File: src/rtl/rib_pkg.sv
// rtl/rib_pkg.sv - shared constants for the RIB master arbiter
//
// Purpose: master count, master index map, index width and FSM state codes
// used by the arbiter, its interface and the rotating priority encoder.
package rib_pkg;

    localparam int N_MASTERS = 4;
    localparam int IDX_W     = (N_MASTERS > 1) ? $clog2(N_MASTERS) : 1;

    // Master index map on the RIB interconnect
    localparam int M_CORE_EX  = 0;
    localparam int M_CORE_PC  = 1;
    localparam int M_JTAG     = 2;
    localparam int M_UART_DBG = 3;

    // Arbiter FSM encoding
    localparam logic [0:0] ST_IDLE  = 1'b0;
    localparam logic [0:0] ST_GRANT = 1'b1;

endpackage

File: src/rtl/rib_arbiter_if.sv
// rtl/rib_arbiter_if.sv - request/grant bundle between RIB masters and the arbiter
//
// Signals (named from the arbiter's point of view):
//   req_i       per-master request, level
//   lock_i      per-master request to keep the grant
//   gnt_o       one-hot grant, registered
//   gnt_idx_o   binary index of the owner, registered
//   gnt_valid_o grant present, registered
//   hold_flag_o some requester is waiting (combinational)
// Modports: master (request side), slave (arbiter side).
interface rib_arbiter_if;
    import rib_pkg::*;

    logic [N_MASTERS-1:0] req_i;
    logic [N_MASTERS-1:0] lock_i;
    logic [N_MASTERS-1:0] gnt_o;
    logic [IDX_W-1:0]     gnt_idx_o;
    logic                 gnt_valid_o;
    logic                 hold_flag_o;

    modport master (
        output req_i,
        output lock_i,
        input  gnt_o,
        input  gnt_idx_o,
        input  gnt_valid_o,
        input  hold_flag_o
    );

    modport slave (
        input  req_i,
        input  lock_i,
        output gnt_o,
        output gnt_idx_o,
        output gnt_valid_o,
        output hold_flag_o
    );

endinterface

File: src/rtl/rib_rr_pick.sv
// rtl/rib_rr_pick.sv - combinational rotating priority encoder
//
// Picks the first set bit of (req_i & ~exclude_i), searching from last_i+1
// and wrapping around. With last_i = N_MASTERS-1 it reduces to a plain
// lowest-index priority encoder.
// Ports:
//   req_i     in  N_MASTERS  candidate vector
//   last_i    in  IDX_W      previous winner; search starts one above it
//   exclude_i in  N_MASTERS  bits removed from the search
//   gnt_o     out N_MASTERS  one-hot winner, zero when none
//   idx_o     out IDX_W      winner index, zero when none
//   any_o     out 1          a winner exists
module rib_rr_pick
    import rib_pkg::*;
(
    input  logic [N_MASTERS-1:0] req_i,
    input  logic [IDX_W-1:0]     last_i,
    input  logic [N_MASTERS-1:0] exclude_i,
    output logic [N_MASTERS-1:0] gnt_o,
    output logic [IDX_W-1:0]     idx_o,
    output logic                 any_o
);

    logic [N_MASTERS-1:0] cand;
    logic [IDX_W-1:0]     pos;

    always_comb begin
        gnt_o = '0;
        idx_o = '0;
        any_o = 1'b0;
        pos   = '0;
        cand  = req_i & ~exclude_i;
        for (int k = 1; k <= N_MASTERS; k++) begin
            pos = IDX_W'((int'(last_i) + k) % N_MASTERS);
            if (!any_o && cand[pos]) begin
                any_o = 1'b1;
                idx_o = pos;
            end
        end
        if (any_o) begin
            gnt_o[idx_o] = 1'b1;
        end
    end

endmodule

File: src/rtl/rib_arbiter.sv
// rtl/rib_arbiter.sv - registered round-robin arbiter for the RIB masters
//
// One-hot registered grant for the four RIB masters. Masters in HP_MASK win
// over round-robin and preempt non-HP owners; the rest rotate fairly. An
// owner may keep the bus with lock while others wait for at most MAX_HOLD
// consecutive cycles.
// Ports:
//   clk     in  single clock
//   rst     in  synchronous active-high reset
//   rib_if  slave modport: req_i, lock_i in; gnt_o, gnt_idx_o, gnt_valid_o,
//           hold_flag_o out
module rib_arbiter
    import rib_pkg::*;
#(
    parameter int                   MAX_HOLD = 16,
    parameter logic [N_MASTERS-1:0] HP_MASK  = 4'b0100
) (
    input  logic          clk,
    input  logic          rst,
    rib_arbiter_if.slave  rib_if
);

    // Counter is at least one bit wide so MAX_HOLD = 1 still elaborates;
    // HOLD_LAST = 0 then makes every lock request fail the bound check.
    localparam int              HC_W      = (MAX_HOLD > 1) ? $clog2(MAX_HOLD) : 1;
    localparam logic [HC_W-1:0] HOLD_LAST = HC_W'(MAX_HOLD - 1);

    logic [0:0]           state_q, state_d;
    logic [N_MASTERS-1:0] gnt_q, gnt_d;
    logic [IDX_W-1:0]     idx_q, idx_d;
    logic                 valid_q, valid_d;
    logic [IDX_W-1:0]     last_q, last_d;
    logic [HC_W-1:0]      hold_cnt_q, hold_cnt_d;

    logic [N_MASTERS-1:0] req;
    logic [N_MASTERS-1:0] hp_req;
    logic [N_MASTERS-1:0] rr_gnt, hp_gnt, win_gnt;
    logic [IDX_W-1:0]     rr_idx, hp_idx, win_idx;
    logic                 rr_any, hp_any;
    logic                 own_req, own_lock, own_hp, others, hp_other;
    logic                 do_switch;

    assign req    = rib_if.req_i;
    assign hp_req = req & HP_MASK;

    // The current owner is always excluded from both searches: it only
    // matters on a forced handover, where the owner must not re-win.
    rib_rr_pick u_rr_pick (
        .req_i     (req),
        .last_i    (last_q),
        .exclude_i (gnt_q),
        .gnt_o     (rr_gnt),
        .idx_o     (rr_idx),
        .any_o     (rr_any)
    );

    // Fixed lowest-index pick among HP requesters
    rib_rr_pick u_hp_pick (
        .req_i     (hp_req),
        .last_i    (IDX_W'(N_MASTERS - 1)),
        .exclude_i (gnt_q),
        .gnt_o     (hp_gnt),
        .idx_o     (hp_idx),
        .any_o     (hp_any)
    );

    assign win_gnt = hp_any ? hp_gnt : rr_gnt;
    assign win_idx = hp_any ? hp_idx : rr_idx;

    assign own_req  = |(req & gnt_q);
    assign own_lock = |(req & rib_if.lock_i & gnt_q);
    assign own_hp   = |(gnt_q & HP_MASK);
    assign others   = |(req & ~gnt_q);
    assign hp_other = |(hp_req & ~gnt_q);

    always_comb begin
        state_d    = state_q;
        gnt_d      = gnt_q;
        idx_d      = idx_q;
        valid_d    = valid_q;
        last_d     = last_q;
        hold_cnt_d = hold_cnt_q;
        do_switch  = 1'b0;

        case (state_q)
            ST_IDLE: begin
                if (|req) begin
                    do_switch = 1'b1;
                end
            end
            default: begin
                if (!own_req) begin
                    // Owner released: hand over with no bubble, or go idle
                    if (others) begin
                        do_switch = 1'b1;
                    end else begin
                        state_d = ST_IDLE;
                        gnt_d   = '0;
                        valid_d = 1'b0;
                    end
                end else if (hp_other && !own_hp) begin
                    do_switch = 1'b1;
                end else if (!others) begin
                    if (hold_cnt_q != HOLD_LAST) begin
                        hold_cnt_d = hold_cnt_q + HC_W'(1);
                    end
                end else if (own_lock && (hold_cnt_q < HOLD_LAST)) begin
                    hold_cnt_d = hold_cnt_q + HC_W'(1);
                end else begin
                    do_switch = 1'b1;
                end
            end
        endcase

        if (do_switch && (hp_any || rr_any)) begin
            state_d    = ST_GRANT;
            gnt_d      = win_gnt;
            idx_d      = win_idx;
            valid_d    = 1'b1;
            last_d     = win_idx;
            hold_cnt_d = '0;
        end
    end

    always_ff @(posedge clk) begin
        if (rst) begin
            state_q    <= ST_IDLE;
            gnt_q      <= '0;
            idx_q      <= '0;
            valid_q    <= 1'b0;
            last_q     <= IDX_W'(N_MASTERS - 1);
            hold_cnt_q <= '0;
        end else begin
            state_q    <= state_d;
            gnt_q      <= gnt_d;
            idx_q      <= idx_d;
            valid_q    <= valid_d;
            last_q     <= last_d;
            hold_cnt_q <= hold_cnt_d;
        end
    end

    assign rib_if.gnt_o       = gnt_q;
    assign rib_if.gnt_idx_o   = idx_q;
    assign rib_if.gnt_valid_o = valid_q;
    assign rib_if.hold_flag_o = |(req & ~gnt_q);

endmodule

File: src/flat_wrapper.sv
// flat-port wrapper written by rule: the top's interface ports become plain ports
module rib_arbiter_flat import rib_pkg::*;
#(
    parameter int                   MAX_HOLD = 16,
    parameter logic [N_MASTERS-1:0] HP_MASK  = 4'b0100
)
  (clk, rst, rib_if_req_i, rib_if_lock_i, rib_if_gnt_o, rib_if_gnt_idx_o, rib_if_gnt_valid_o, rib_if_hold_flag_o);
  rib_arbiter_if rib_if_i ();
  input  logic clk;
  input  logic rst;
  input wire logic [$bits(rib_if_i.req_i)-1:0] rib_if_req_i;
  input wire logic [$bits(rib_if_i.lock_i)-1:0] rib_if_lock_i;
  output wire logic [$bits(rib_if_i.gnt_o)-1:0] rib_if_gnt_o;
  output wire logic [$bits(rib_if_i.gnt_idx_o)-1:0] rib_if_gnt_idx_o;
  output wire logic [$bits(rib_if_i.gnt_valid_o)-1:0] rib_if_gnt_valid_o;
  output wire logic [$bits(rib_if_i.hold_flag_o)-1:0] rib_if_hold_flag_o;
  assign rib_if_i.req_i = rib_if_req_i;
  assign rib_if_i.lock_i = rib_if_lock_i;
  assign rib_if_gnt_o = rib_if_i.gnt_o;
  assign rib_if_gnt_idx_o = rib_if_i.gnt_idx_o;
  assign rib_if_gnt_valid_o = rib_if_i.gnt_valid_o;
  assign rib_if_hold_flag_o = rib_if_i.hold_flag_o;
  rib_arbiter #(.MAX_HOLD(MAX_HOLD), .HP_MASK(HP_MASK)) u_core (.clk(clk), .rst(rst), .rib_if(rib_if_i));
endmodule
File: config.mk
export PLATFORM = sky130hd
export DESIGN_NAME = rib_arbiter_flat
export DESIGN_NICKNAME = d
export VERILOG_FILES = /design/src/rtl/rib_pkg.sv /design/src/rtl/rib_arbiter_if.sv /design/src/rtl/rib_rr_pick.sv /design/src/rtl/rib_arbiter.sv /design/src/flat_wrapper.sv
export SDC_FILE = /design/constraint.sdc
export NUM_CORES = 1
export LEC_CHECK = 0
export CORE_MARGIN = 8
export CORE_UTILIZATION = 40
export CTS_BUF_LIST = sky130_fd_sc_hd__clkbuf_8
export CTS_CLUSTER_SIZE = 40
export DETAILED_ROUTE_END_ITERATION = 16
export GPL_TIMING_DRIVEN = 1
export PLACE_DENSITY_LB_ADDON = 0.2
export RECOVER_POWER = 100
export SYNTH_ARGS = -nofsm -noshare
export SYNTH_HDL_FRONTEND = slang
export SYNTH_SLANG_ARGS = --single-unit
File: constraint.sdc
create_clock -name clk -period 1.95 [get_ports clk]
set_input_delay 0.195 -clock clk [delete_from_list [all_inputs] [get_ports clk]]
set_output_delay 0.195 -clock clk [all_outputs]
set_load 0.02 [all_outputs]
==> reports/metrics.yaml <==
floorplan:
  die_x_microns: 57.56
  die_area_sq_mm: 0.003313
  start_util_pct: 41.35
  rows: 15
  dieHeight_microns: 57.56
  core_area_sq_mm: 0.001670
  io_pins: 18
grt:
  grt_max_degree: 10
  globalRoute.totalOverflow: 0
  first_global_vias: 738
  antenna_found_initial: 0
  gr-usage-all-layers_pct: 11.90
  grt_pass1_wl_microns: 3160
worst_setup_path:
  required_ns: 2.13
  crit_path_max_incr_delay_ns: 0.52
  crit_arrival_ns: 1.99
  worstRegToRegCells: 7
  crit_path_end_kind: "register"
  start_kind: "input pin"
  cp_common_cell: "buf_4"
  cp_slowest_cell: "clkdlybuf4s50_1"
  crit_type: "in -> reg"
  path_cells: "clkdlybuf4s50_1, a222oi_1, buf_4, a211oi_2, buf_4, o211ai_1, or3_1, a21oi_1"
  crit_fanout: 4
finish:
  area_growth_pct: 42.57
  drive_gt1_share_pct: 14.29
  num_antenna_cells: 0
  nets: 125
  fin_util_pct: 58.95
  fill_cells: 169
  final_cells: 129
routing:
  initialDrtViolationCount: 15
  drt-pass1-iter-count: 4
  wire_per_inst_microns: 13.74
  drt-total-wl_microns: 1773
  vias_per_cell: 5.543
  vias: 715
  ant_nets: 0
  drc: 0
sta:
  slew_viol_final: 0
  finalSetupTns_ns: 0
  finalCriticalPeriod_ns: 1.811
  max_freq_ghz: 0.5523
  fin_skew_ns: 0.005254
  hold_violations: 0
  finalCritPeriodShare_pct: 92.85
  finalSetupViolCount: 0
  worst-slew-pin-transition_ns: 0.4955
  max_slew_margin_pct: 66.74
  rsz0062_at_grt: "false"
synthesis:
  post-synth-top-count-cell: "dfxtp_1"
  synth_warnings: 0
  async_reset_ff_share_pct: 0
  synth_nets: 94
  netlist_area_sq_um: 690.7
  ys_seq_area_share_pct: 40.58
  synthTopCellsByCount: "14 x dfxtp_1, 12 x nand3_1, 7 x a21oi_1, 6 x nand2_1"
  synth_area_leaders: "dfxtp_1 41%, nand3_1 8.7%, a21oi_1 5.1%"
  yosysTopAreaCell: "dfxtp_1"
  synthFlopType: "dfxtp_1"
  syn_inst: 83
  synth_edf_count: 0
  synth_top_cell_area_share_pct: 40.58
  synth.distinct_cells: 29
  syn_area_per_cell_sq_um: 8.321
  ys_ff_latch: 14
hold_path:
  min_delay_path_depth: 2
  hp-class: "reg -> reg"
pwr:
  power_density_mw_per_mm2: 730.7
  cellLeakagePower_nw: 0.4035
  ir_drop_uv: 489.8
clock_network:
  cts_hold_buf: 0
  clk_pin_slew_worst_paths_ns: 0.06
  clockRootBuffer: "clkbuf_8"
  htree_levels: 1
  clock_path_buffers: 2
  clk_latency_ns: 0.24
  cts.sinks: 14
  cts_made_buffers: 3
  cts_tree: "done"
place:
  routabilityCongestion: 0.8097
  placed_cells: 125
  hpwlAfterDp_microns: 1322
  portBuffers: 17
job:
  maxCapViolCount: 0
status:
  status: "completed"
-- metrics by stage --
step                area, sq um  hold slack, ns  setup WS (ns)  total power, W
detailed placement        945.9          0.4580        -0.1739       0.0004988
global route              984.7          0.4869       0.009971       0.0007526
global placement          945.9          0.4465        -0.1140       0.0004987
CTS                       987.2          0.4661       0.009733       0.0007315
finish                    984.7          0.4562         0.1395       0.0007195
floorplan                 690.7          0.4045         0.1165       0.0004114
-- placed cells by master (no fill, tap or decap), types with 3 or more instances in the layout --
master,count
dlygate4sd3_1,7
clkbuf_8,3
nand2b_1,5
nor3_1,3
nor2_1,5
clkdlybuf4s50_1,9
a21oi_1,7
buf_4,11
dfxtp_1,14
inv_1,5
nand2_1,6
nand3_1,12
-- layout make-up --
type | count | area, sq um | share of cell area, %
inverters | 5 | 18.77 | 1.906
flip-flops and latches | 14 | 280.3 | 28.46
repair buffers | 29 | 250.2 | 25.41
well taps | 17 | 21.27 | 2.160
multi-input cells | 61 | 372.9 | 37.87
clock buffers | 3 | 41.29 | 4.193
-- state kept, by name, summed over array words and instances, names as in the netlist --
signal                     count
u_core.hold_cnt_q              4
u_core.rib_if.gnt_o            4
u_core.state_q                 1
u_core.rib_if.gnt_idx_o        2
u_core.last_q                  2
u_core.rib_if.gnt_valid_o      1
-- worst max-delay path: cells and delay by family --
family	cells	cell delay [ns]
compound gates	4	0.61
buf+inv	3	0.83
simple gates	1	0.35
-- report_power, final --
part	internal, W	leakage (nW)	switching (W)	total, W
clock	0.000136	0.0216	0.0000940	0.000230
sequential	0.000306	0.115	0.0000171	0.000323
combinational	0.0000840	0.267	0.0000826	0.000167
-- per-layer routing --
metal / vias to the layer above / part of all wire (%) / track usage (%)
met2: 25 / 41 / 18.33
met5: - / 0 / 0
met3: 4 / 9.4 / 4.709
met4: 0 / 1.4 / 6.071
li1: 364 / - / -
met1: 322 / 48 / 13.83
-- path summary, 6_finish.rpt --
path	from	endpoint	slack, ns
worst max-delay path	rib_if_req_i[0]	u_core.hold_cnt_q[3]$_SDFFE_PP0P_	0.14
worst max register to register	u_core.rib_if.gnt_o[1]$_SDFFE_PP0P_	u_core.hold_cnt_q[3]$_SDFFE_PP0P_	0.21
worst min-delay path	u_core.rib_if.gnt_idx_o[0]$_SDFFE_PP0P_	u_core.rib_if.gnt_idx_o[0]$_SDFFE_PP0P_	0.46
worst min register to register	u_core.rib_if.gnt_idx_o[0]$_SDFFE_PP0P_	u_core.rib_if.gnt_idx_o[0]$_SDFFE_PP0P_	0.46
-- what timing repair did --
item                       CTS  global route
setup endpoints to repair    0            10
gates resized for setup      0             1
buffers inserted             0             1
-- logic make-up (layout without fill, tap and decap cells) --
| logic type | count (synthesis) | count (layout) | share of synthesized area, % |
|---|---|---|---|
| simple gates | 37 | 37 | 27.17 |
| compound gates | 19 | 19 | 19.38 |
| flops | 14 | 14 | 40.58 |
| buf+inv | 8 | 37 | 5.434 |
| fa+ha+maj | 2 | 2 | 3.261 |
| mux | 2 | 2 | 2.899 |
| xor+xnor | 1 | 1 | 1.268 |
(Power assumes the default switching activity.)
